### src/rtl/card_grid_renderer.sv
// Memory-game card grid: per-card state, flip/match/clear commands and a
// registered per-pixel colour with a shrink/grow flip animation.
module card_grid_renderer #(
  parameter int ROWS        = 4,
  parameter int COLS        = 4,
  parameter int CARD_W      = 90,
  parameter int CARD_H      = 90,
  parameter int ORIGIN_X    = 130,
  parameter int ORIGIN_Y    = 70,
  parameter int PITCH_X     = 100,
  parameter int PITCH_Y     = 100,
  parameter int FLIP_FRAMES = 8,
  parameter int IDX_W       = 4
) (
  input  logic             clk,
  input  logic             rst,
  input  logic [9:0]       HCount,
  input  logic [9:0]       VCount,
  input  logic             frame_tick,
  input  logic             cmd_valid,
  input  logic [1:0]       cmd_op,
  input  logic [IDX_W-1:0] cmd_idx,
  output logic             cmd_ready,
  output logic             busy,
  input  logic [IDX_W-1:0] cursor_idx,
  input  logic             cursor_en,
  output logic [6:0]       rom_x,
  output logic [6:0]       rom_y,
  input  logic [2:0]       rom_rgb,
  output logic             cardon,
  output logic [2:0]       rgb
);

  localparam int NCARDS = ROWS * COLS;
  localparam int NSLOTS = 2 ** IDX_W;
  localparam int HALF   = FLIP_FRAMES / 2;
  localparam int STEP   = CARD_W / FLIP_FRAMES;

  localparam logic [1:0] DOWN    = 2'd0;
  localparam logic [1:0] UP      = 2'd1;
  localparam logic [1:0] MATCHED = 2'd2;

  localparam logic [1:0] IDLE   = 2'd0;
  localparam logic [1:0] SHRINK = 2'd1;
  localparam logic [1:0] GROW   = 2'd2;

  localparam logic [1:0] OP_UP    = 2'd0;
  localparam logic [1:0] OP_DOWN  = 2'd1;
  localparam logic [1:0] OP_MATCH = 2'd2;

  // Slots beyond NCARDS are never written, so they stay DOWN and fold away.
  logic [1:0]       cards [NSLOTS];
  logic [1:0]       state;
  logic [7:0]       f;
  logic [IDX_W-1:0] tgt;
  logic             accept;
  logic             idx_ok;

  assign cmd_ready = (state == IDLE) && !rst;
  assign busy      = (state != IDLE);
  assign accept    = cmd_valid && cmd_ready;
  assign idx_ok    = ({{(32-IDX_W){1'b0}}, cmd_idx} < 32'(NCARDS));

  always_ff @(posedge clk) begin
    if (rst) begin
      state <= IDLE;
      f     <= 8'd0;
      tgt   <= '0;
      for (int i = 0; i < NSLOTS; i++) cards[i] <= DOWN;
    end else begin
      case (state)
        IDLE: begin
          if (accept) begin
            case (cmd_op)
              OP_UP: begin
                if (idx_ok && cards[cmd_idx] == DOWN) begin
                  tgt   <= cmd_idx;
                  f     <= 8'd0;
                  state <= SHRINK;
                end
              end
              OP_DOWN: begin
                if (idx_ok && cards[cmd_idx] == UP) begin
                  tgt   <= cmd_idx;
                  f     <= 8'd0;
                  state <= SHRINK;
                end
              end
              OP_MATCH: begin
                if (idx_ok) cards[cmd_idx] <= MATCHED;
              end
              default: begin
                for (int i = 0; i < NSLOTS; i++) cards[i] <= DOWN;
              end
            endcase
          end
        end
        SHRINK: begin
          if (frame_tick) begin
            f <= f + 8'd1;
            // The face changes at the narrowest point of the animation.
            if (f + 8'd1 == 8'(HALF)) begin
              cards[tgt] <= (cards[tgt] == UP) ? DOWN : UP;
              state      <= GROW;
            end
          end
        end
        GROW: begin
          if (frame_tick) begin
            f <= f - 8'd1;
            if (f == 8'd1) state <= IDLE;
          end
        end
        default: state <= IDLE;
      endcase
    end
  end

  logic [31:0]      hx, vy, base, inset, xr32, yr32, right;
  logic             col_hit, row_hit, hit, in_inset, on_edge;
  int               col_i, row_i;
  logic [6:0]       x_rel, y_rel;
  logic [IDX_W-1:0] card_idx;
  logic [1:0]       card_state;
  logic             cardon_n;
  logic [2:0]       rgb_n;

  // Column/row decode compares against per-position constants; no division.
  always_comb begin
    hx         = {22'd0, HCount};
    vy         = {22'd0, VCount};
    base       = 32'd0;
    col_hit    = 1'b0;
    row_hit    = 1'b0;
    col_i      = 0;
    row_i      = 0;
    x_rel      = 7'd0;
    y_rel      = 7'd0;
    for (int c = 0; c < COLS; c++) begin
      base = 32'(ORIGIN_X + c * PITCH_X);
      if (hx >= base && hx <= base + 32'(CARD_W - 1)) begin
        col_hit = 1'b1;
        col_i   = c;
        x_rel   = 7'(hx - base);
      end
    end
    for (int r = 0; r < ROWS; r++) begin
      base = 32'(ORIGIN_Y + r * PITCH_Y);
      if (vy >= base && vy <= base + 32'(CARD_H - 1)) begin
        row_hit = 1'b1;
        row_i   = r;
        y_rel   = 7'(vy - base);
      end
    end
    hit = col_hit && row_hit;
    if (!hit) begin
      x_rel = 7'd0;
      y_rel = 7'd0;
    end
    card_idx   = IDX_W'(row_i * COLS + col_i);
    card_state = cards[card_idx];

    inset = (state != IDLE && card_idx == tgt) ? 32'(f) * 32'(STEP) : 32'd0;
    xr32  = {25'd0, x_rel};
    yr32  = {25'd0, y_rel};
    right = 32'(CARD_W - 1) - inset;
    in_inset = (xr32 < inset) || (xr32 > right);
    on_edge  = (xr32 < inset + 32'd2) || (xr32 + 32'd2 > right) ||
               (yr32 < 32'd2) || (yr32 + 32'd2 > 32'(CARD_H - 1));

    cardon_n = 1'b0;
    rgb_n    = 3'b000;
    if (!hit || card_state == MATCHED || in_inset) begin
      cardon_n = 1'b0;
      rgb_n    = 3'b000;
    end else if (cursor_en && card_idx == cursor_idx && on_edge) begin
      cardon_n = 1'b1;
      rgb_n    = 3'b110;
    end else if (card_state == DOWN) begin
      cardon_n = 1'b1;
      rgb_n    = 3'b100;
    end else begin
      cardon_n = 1'b1;
      rgb_n    = rom_rgb;
    end
  end

  assign rom_x = x_rel;
  assign rom_y = y_rel;

  always_ff @(posedge clk) begin
    if (rst) begin
      cardon <= 1'b0;
      rgb    <= 3'b000;
    end else begin
      cardon <= cardon_n;
      rgb    <= rgb_n;
    end
  end

endmodule

### config.mk
export PLATFORM = sky130hd
export DESIGN_NAME = card_grid_renderer
export DESIGN_NICKNAME = d
export VERILOG_FILES = /design/src/rtl/card_grid_renderer.sv
export SDC_FILE = /design/constraint.sdc
export NUM_CORES = 1
export LEC_CHECK = 0
export CORE_AREA = 3 3 133 135
export CTS_CLUSTER_SIZE = 25
export DETAILED_ROUTE_END_ITERATION = 6
export DIE_AREA = 0 0 136 138
export DONT_BUFFER_PORTS = 1
export GPL_TIMING_DRIVEN = 0
export PLACE_DENSITY = 0.63
export SLEW_MARGIN = 30
export SYNTH_ARGS = -nofsm -noshare
export SYNTH_HDL_FRONTEND = slang
export SYNTH_SLANG_ARGS = --single-unit
### constraint.sdc
create_clock -name clk -period 6.92 [get_ports clk]
set_input_delay 1.384 -clock clk [delete_from_list [all_inputs] [get_ports clk]]
set_output_delay 1.384 -clock clk [all_outputs]
set_load 0.01 [all_outputs]
## After elaboration in Yosys (flattened, before gate mapping)

Memories as Yosys holds them, arrays and structs flattened. A register that Yosys moved wholly into a read port is not among the register bits.
Index checks and enable logic that the tools add are counted.

- Output and inout bits: 20
- Bits in read-only memories: 0
- Word-level logic and storage cells: 208
- Input bits: 38
- Flip-flop bits (word level): 18
- Bits in latches: 0
- Bits in writable memories: 32
- Memories: 1

- Reductions and logical operators: 37
- Eq/ne operators: 21
- $lt $le $gt $ge: 22
- Multipliers: 1
- Shift operators: 0
- Muxes and demuxes: 89
- Add/subtract/negate cells: 15
- Div/mod/pow operators: 0
- Bitwise operators: 16

Memory list:

| memory | words | bits a word | rd ports | clocked after Yosys merged registers in | write ports | RTL line | text |
|---|---|---|---|---|---|---|---|
| cards | 16 | 2 | 3 | 1 | 16 | 52 | `logic [1:0] cards [NSLOTS];` |

Operators with widths:

| operator | number |
|---|---|
| $mux 7 | 10 |
| $mux 2 | 27 |
| $le 10x9->1 const B | 5 |
| $ge 10x9->1 const B | 4 |
| $mux 8 | 5 |
| $gt 7x32->1 | 1 |
| $gt 8x32->1 | 1 |
| $mux 4 | 8 |
| $mux 1 | 31 |
| $ge 10x8->1 const B | 3 |
| $sub 7x7->7 const B | 4 |
| $pmux 8 s3 | 1 |
| $le 10x8->1 const B | 2 |
| $add 7x2->8 const B | 2 |
| $or 1x1->1 | 16 |
| $pmux 8 s2 | 1 |
| $logic_and 1x1->1 | 14 |
| $ne 2x2->1 const B | 7 |
| $sub 7x6->7 const B | 2 |
| $add 12x2->13 const B | 1 |
| $lt 7x13->1 | 1 |
| $sub 7x12->13 const A | 1 |
| $lt 7x12->1 | 1 |
| $mul 8x4->12 const B | 1 |
| 32 further kinds | 52 |

## Depth between registers and ports, before layout

Gate-level depths: netlist of run 1.

- Word-level depth: 16
- Mapped depth: 26
- Gate-level depth less buffers: 23

## Least setup slack after synthesis of run 1

No wires, ideal clock.

- Path type: in2reg
- Start: input VCount[2]
- End: register rgb[0]
- Data arrival time: 6283 ps
- Setup slack: 576 ps
- Buffers on the path: 2
- Data required time: 6859 ps
- Stages: 24
- Library setup time: 61 ps
- Cell sequence: clkbuf_1 inv_1 ha_1 nor2b_1 o311ai_2 nand2_1 or4_1 a31o_2 nor2_1 clkbuf_1 nand2_1 ha_1 nor2_1 xor2_1 nand2_1 ha_1 nand3_1 o31ai_1 inv_1 maj3_1 and2_0 or3_1 inv_1 and4_1

- Longest elaborated chain between the ends: 16
- Elaborated cells on any way between the ends: 58
- Those cells by class: 9 x add/sub; 14 x order compare; 3 x eq/ne; 14 x mux; 17 x reduce/logical; 1 x memory

RTL lines:

| element | RTL line | text |
|---|---|---|
| from (decl) | 18 | `input logic [9:0] VCount,` |
| $ge 10x8->1 or $le 10x9->1 (tied branches) | 149 | `if (vy >= base && vy <= base + 32'(CARD_H - 1)) begin` |
| $logic_and 1x1->1 | 149 |  |
| $mux 1 | 149 |  |
| $mux 2 (2 in a row) | 149 |  |
| $add 4x4->4 | 160 | `card_idx = IDX_W'(row_i * COLS + col_i);` |
| $eq 4x4->1 | 163 | `inset = (state != IDLE && card_idx == tgt) ? 32'(f) * 32'(STEP) : 32'd0;` |
| $logic_and 1x1->1 | 163 |  |
| $mux 12 | 163 |  |
| $sub 7x12->13 or $add 12x2->13 (tied branches) | 166, 168 |  |
| $gt 8x32->1 or $lt 7x13->1 (tied branches) | 168 | `on_edge = (xr32 < inset + 32'd2) \|\| (xr32 + 32'd2 > right) \|\|` |
| $logic_or 1x1->1 (2 in a row) | 168 |  |
| $logic_or 1x1->1 | 169 | `(yr32 < 32'd2) \|\| (yr32 + 32'd2 > 32'(CARD_H - 1));` |
| $logic_and 1x1->1 | 176 | `end else if (cursor_en && card_idx == cursor_idx && on_edge) begin` |
| $reduce_or 4->1 (no source line) (*) | - |  |
| to (signal assigned) | 197 | `rgb <= rgb_n;` |
| to (decl) | 31 | `output logic [2:0] rgb` |

Every way passes the cells marked *; elsewhere a longest branch is shown, timed or not.
A chain may end at the register's enable or synchronous reset.

## Worst setup path after layout of run 1

- Start: input VCount[6]
- End: register rgb[0]

Same word-level chain as after synthesis.

==> impl_metrics.toml, run 1 <==
[status]
status = "finished clean"

[logic_synthesis]
syn_area_um2 = 6590
synth-seq-cells = 54
synth_ff_type = "edfxtp_1"
synth_compound_area_frac = 0.248
synth.avg_cell_area_um2 = 7.95
muxShareOfSynthArea = 0.0516
synth_fa_ha_area_frac = 0.140
synth_top_family_by_area = "compound AO/OA/AOI/OAI gates"
synthArstFlopShare = 0
yosysTopAreaCellShare = 0.146
synth_edf_count = 32
yosys.area.top_type = "edfxtp_1"
synthSimpleGateAreaFrac = 0.223
yosys.cell_types.count = 85
yosys_warnings = 0
syn_nets = 935
seq_area_frac_synth = 0.213
synth_cells = 829
synth_xor_area_frac = 0.0558
ys_top_cells_by_area = "edfxtp_1, ha_1, dfxtp_1"

[layout]
finalNonFillerCells = 1057
drive_above_1_share = 0.0669
finalNetCount = 942
multi_input_area_um2 = 4780
area_growth_pct = 7.18
seq_area_um2 = 1400
antenna-diode-count = 0
n_fill_cell = 1706

[power_and_ir_drop]
ir_worst_vdd_uv = 111
seqPwrFrac = 0.392
internal_power_uw = 613
power_density_nw_per_um2 = 136
clkPwrFrac = 0.269
power_leakage_uw = 0.00273
p_comb_frac = 0.339
p_switching_uw = 346
switching_share = 0.361

[detailed_routing]
drtAntennaViolNets = 0
dr_total_vias = 6208
drc_errors = 0
avgRoutedWirePerCell_um = 17.1
firstDrtPassIters = 5
wl_mm = 18.1
drtIter0Drc = 595
vias_per_cell = 5.87

[floorplan]
rows = 47
io_pins = 58
start_util = 0.397
coreArea_um2 = 16600
die_x_um = 136
dieArea_um2 = 18800
dieHeight_um = 138

[placement]
numPortBuffers = 0
gp_congestion = 0.874
dp_cells = 1049
hpwl_mm = 14.5
dpl_worst_slack_ps = -567

[setup_path]
cp-end-kind = "flip-flop"
reg2reg_from = "tgt[3]"
cpPeakStageDelay_ps = 540
cp-start-kind = "input pin"
cp_max_fo = 10
critPathKind = "input pin to flip-flop"
required_ps = 7160
crit_chain = "clkbuf_1 > inv_1 > o2111ai_1 > nand2_2 > or4_1 > a31o_2 > nor2_2 > clkbuf_2 > nand2_1 > ha_1 > nor2_1 > xor2_1 > nand2_1 > ha_1 > nand3_1 > o31ai_1 > inv_1 > maj3_1 > and2_0 > or3_1 > inv_1 > and4_1"
rrSetupSlack_ps = 1820
crit_path_start = "VCount[6]"
crit_path_frequent_cell = "inv_1"
crit_arrival_ps = 6850
r2r-end = "rgb[0]"
slowest_stage = "o2111ai_1"
r2r_cells = 20

[hold_path]
hold_class = "flip-flop to flip-flop"
hp-start = "f[1]"
min_to = "f[1]"
min_path_cells = 2

[cts]
insertion_delay_ps = 300
htreeDepth = 2
cts.path.max_buffers = 2
cts_root_buffer = "clkbuf_16"
ctsHoldBuffers = 0
cts.sinks = 54
path_clk_slew_ps = 70
cts_buffers = 5
post-cts-setup-buffer-count = 0
cts_tree = "built"
post_cts_resized = 3

[timing]
hold_violations = 0
fmax_mhz = 151
setup_ws_ps = 308
period_needed_ps = 6610
tightestPinTransition_ps = 893
slew_headroom = 0.401
fin_crit_sh = 0.955
grt_setup_unrepaired = "no"
drv_slew = 0
finalSetupViolCount = 0
skew_ps = 6.86

[run]
cap_violations = 0

[grt]
overflow = 0
grt_max_degree = 19
grt_pass1_wl_mm = 29.2
track_usage = 0.187
antenna_found_initial = 0
grt_pass1_vias = 5655
## flip-flops by register name, indices dropped and copies added (netlist names), named ones only
name,cells
cardon,1
cards,32
f,8
rgb,3
state,2
tgt,4
## how the worst max path moves through the flow
| stage | end | slack, ps | cells after the start |
|---|---|---|---|
| 2_1_floorplan | rgb[0] | 580 | 24 |
| 6_report | rgb[0] | 310 | 22 |
| 3_3_place_gp | rgb[0] | -600 | 24 |
| 4_1_cts | rgb[0] | 70 | 24 |
| 3_5_place_dp | rgb[0] | -570 | 24 |
| 5_1_grt | rgb[0] | 20 | 23 |
## power groups by stage
stage               logic [µW]  registers [µW]  clock network (µW)
floorplan                  244             376                   0
global placement           317             382                   0
detailed placement         319             383                   0
CTS                        322             375                 264
global route               362             378                 277
finish                     325             375                 258
## layout make-up
cell class,instances,area share
plain buffers,52,0.0313
inverters,63,0.0335
flip-flops and latches,54,0.198
clock inverters,3,0.00337
clock buffers,5,0.0177
multi-input cells,660,0.677
well taps,220,0.0390
## cells by family after synthesis
group	after synthesis
flops	54
compound gates	234
simple gates	293
buf+inv	115
xor+xnor	42
mux	20
fa+ha+maj	71
## per-layer routing
metal | vias up | part of all wire | track usage
met5 | - | 0 | 0
met4 | 0 | 0.012 | 0.0387
met3 | 20 | 0.070 | 0.0294
met2 | 193 | 0.46 | 0.300
met1 | 2932 | 0.45 | 0.268
li1 | 3063 | - | -
## synth_stat cells (11+ instances only)
library cell  instances
ha_1                 63
xnor2_1              27
dfxtp_1              22
edfxtp_1             32
nand3_1              27
inv_1                63
nor2_1               93
xor2_1               15
mux4_2               11
nor3b_1              11
a21oi_1              47
nand2_1              64
nor3_1               19
a31oi_1              20
clkbuf_1             44
o21ai_0              47
## cells in the final DEF (no fill, tap or decap), drive strengths merged, types with 8 or more instances in the layout
master / synthesis / layout
or2: 8 / 8
inv: 63 / 64
ha: 63 / 63
nand2: 65 / 65
xor2: 15 / 15
o21ai: 50 / 50
a211oi: 10 / 10
nor3b: 12 / 12
and3: 9 / 9
xnor2: 27 / 27
edfxtp: 32 / 32
a21oi: 47 / 47
nor2: 93 / 93
nor3: 19 / 19
clkbuf: 45 / 50
o21a: 10 / 10
mux4: 11 / 11
nand3: 27 / 27
a31oi: 20 / 20
nor2b: 9 / 9
dfxtp: 22 / 22
or3: 9 / 9
a21o: 9 / 9
## critical path, delay by kind of cell
kind                       cells  cell delay [ps]
buffers and inverters          5              940
and+or+nand+nor               10             2270
adders and majority gates      3              930
xor gates and xnor gates       1              160
AOI/OAI and AO/OA              3             1150
## through the flow
| stage | setup TNS, ps | power [µW] | hold WS, ps | area, µm² | util |
|---|---|---|---|---|---|
| final | 0 | 958 | 535 | 7060 | 0.426 |
| after global routing | 0 | 1020 | 569 | 7060 | 0.426 |
| after CTS | 0 | 961 | 541 | 7030 | 0.424 |
| after detailed placement | -1880 | 702 | 530 | 6870 | 0.414 |
| after global placement | -2020 | 699 | 523 | 6870 | 0.414 |
| after floorplan | 0 | 619 | 481 | 6590 | - |
(Power assumes the default switching activity.)
==> run 2: changes to the inputs <==
--- a/config.mk
+++ b/config.mk
@@ -5,13 +5,14 @@
 export SDC_FILE = /design/constraint.sdc
 export NUM_CORES = 1
 export LEC_CHECK = 0
-export CORE_AREA = 3 3 133 135
+export ABC_AREA = 1
+export CORE_AREA = 3 3 136 138
 export CTS_CLUSTER_SIZE = 25
 export DETAILED_ROUTE_END_ITERATION = 6
-export DIE_AREA = 0 0 136 138
+export DIE_AREA = 0 0 139 141
 export DONT_BUFFER_PORTS = 1
 export GPL_TIMING_DRIVEN = 0
-export PLACE_DENSITY = 0.63
+export PLACE_DENSITY = 0.62
 export SLEW_MARGIN = 30
 export SYNTH_ARGS = -nofsm -noshare
 export SYNTH_HDL_FRONTEND = slang
==> run 2 against run 1 <==
Compared with the run above:
- clock power increased by 16%
- sequential power increased by 9.9%
- fmax increased by 30%
- register-to-register slack improved by 880 ps
- combinational power increased by 120%
- core utilization decreased by 0.22 points
- synthesized cell count increased by 24%
- sequential share of layout area decreased by 0.72 points
- largest power group is now combinational cells
- clock skew increased by 2.7 ps
- critical path depth increased by 4
==> impl_metrics.toml, run 2 <==
[status]
status = "finished clean"

[layout]
largest_register_ffs = 32
antenna-diode-count = 0
final_common_cell = "nand2_1"
drive_above_1_share = 0.0952
postLayoutCellArea_um2 = 7330
final_util = 0.424
finalNonFillerCells = 1265
mostFrequentLayoutCells = "nand2_1, inv_1, nor2_1"
top_regs = "cards (32), f (8), tgt (4)"
regMostFlops = "cards"
area_growth_pct = 6.68
finalNetCount = 1145

[detailed_routing]
firstDrtPassIters = 5
dr_total_vias = 6676
drtAntennaViolNets = 0
drc_errors = 0
drtIter0Drc = 471
avgRoutedWirePerCell_um = 14.8
vias_per_cell = 5.28
wl_mm = 18.7

[logic_synthesis]
yosysTopAreaCellShare = 0.140
synth_ff_type = "edfxtp_1"
synthArstFlopShare = 0
synth-seq-cells = 54
synth_most_common_cell = "nand2_1"
yosys_warnings = 0
synth_edf_count = 32
syn_nets = 1138
yosys.area.top_type = "edfxtp_1"
synth_commonest_cells = "nand2_1, inv_1, nor2_1"
syn_area_um2 = 6870
ys_top_cells_by_area = "edfxtp_1, nand2_1, ha_1"
yosys.cell_types.count = 59
seq_area_frac_synth = 0.204
synth_cells = 1032
synth.avg_cell_area_um2 = 6.66

[setup_path]
cp_max_fo = 10
cp-start-kind = "input pin"
rrSetupSlack_ps = 2700
critPathKind = "input pin to flip-flop"
crit_path_frequent_cell = "nand2_1"
r2r-end = "rgb[0]"
required_ps = 7120
r2r_cells = 23
cp-end-kind = "flip-flop"
crit_path_start = "HCount[6]"
reg2reg_from = "f[3]"
crit_arrival_ps = 5280
cpPeakStageDelay_ps = 570
endpoint = "rgb[1]"
slowest_stage = "a21oi_1"

[cts]
cts_buffers = 5
post_cts_resized = 0
ctsHoldBuffers = 0
path_clk_slew_ps = 70
cts.sinks = 54
post-cts-setup-buffer-count = 0
htreeDepth = 2
cts.path.max_buffers = 2
cts_root_buffer = "clkbuf_16"
insertion_delay_ps = 290
cts_tree = "built"

[grt]
grt_max_degree = 18
track_usage = 0.187
overflow = 0
antenna_found_initial = 0
grt_pass1_wl_mm = 30.8
grt_pass1_vias = 6192

[power_and_ir_drop]
power_density_nw_per_um2 = 194
power_leakage_uw = 0.00346
ir_worst_vdd_uv = 125

[floorplan]
dieHeight_um = 141
rows = 48
io_pins = 58
coreArea_um2 = 17300
dieArea_um2 = 19600
die_x_um = 139
start_util = 0.397

[hold_path]
min_path_cells = 2
hold_class = "flip-flop to flip-flop"

[timing]
tightestPinTransition_ps = 751
slew_headroom = 0.497
fmax_mhz = 197
period_needed_ps = 5090
skew_ps = 9.59
fin_crit_sh = 0.735
finalSetupViolCount = 0
drv_slew = 0
tns_ps = 0
grt_setup_unrepaired = "no"
hold_violations = 0

[placement]
gp_congestion = 0.895
hpwl_mm = 15.4
numPortBuffers = 0
dp_cells = 1257
postPlaceCellArea_um2 = 7150

[run]
cap_violations = 0
## run 2: report_power, final
group	switching, µW	total [µW]	leakage, µW	internal, µW
registers	40.3	412	0.000512	371
logic	467	712	0.00286	245
clock network	117	299	0.0000875	182
## run 2: per-layer routing
metal  GRT usage  wire length (µm)
met5           0                 0
met2       0.317              8720
met3      0.0299              1040
met1       0.251              8750
met4      0.0443               240
## run 2: worst max-delay path, delay by kind of cell
family | cells | cell delay, ps
and+or+nand+nor | 15 | 1600
AOI/OAI and AO/OA | 2 | 790
xor gates and xnor gates | 1 | 180
adders and majority gates | 2 | 590
buffers and inverters | 6 | 720
## run 2: final cells by class
type | count | area (µm²)
Multi-Input combinational cell | 803 | 4770
Sequential cell | 54 | 1400
Tap cell | 225 | 282
Clock buffer | 6 | 139
Buffer | 20 | 113
Inverter | 155 | 591
Fill cell | 1813 | 9970
Clock inverter | 2 | 38.8
## run 2: kinds of logic (layout without fill, tap and decap cells)
| kind of cell | count (synthesis) | in the layout | share of synthesized area |
|---|---|---|---|
| compound gates | 194 | 194 | 0.170 |
| xor+xnor | 40 | 40 | 0.0510 |
| simple gates | 500 | 500 | 0.342 |
| buf+inv | 175 | 183 | 0.102 |
| fa+ha+maj | 69 | 69 | 0.131 |
| flops | 54 | 54 | 0.204 |
## run 2: worst min-delay path by stage
stage | start | to
3_5_place_dp | tgt[1] | tgt[1]
2_1_floorplan | tgt[1] | flip-flop
5_1_grt | tgt[1] | tgt[1]
3_3_place_gp | f[1] | f[1]
6_report | f[1] | f[1]
4_1_cts | tgt[1] | tgt[1]
## run 2: per-stage QoR
stage	worst slack, ps	power [µW]	hold slack, ps
after floorplan	2370	966	483
after global placement	1510	1120	560
after detailed placement	1480	1120	572
after CTS	1760	1430	585
after global routing	1330	1540	606
final	1830	1420	587
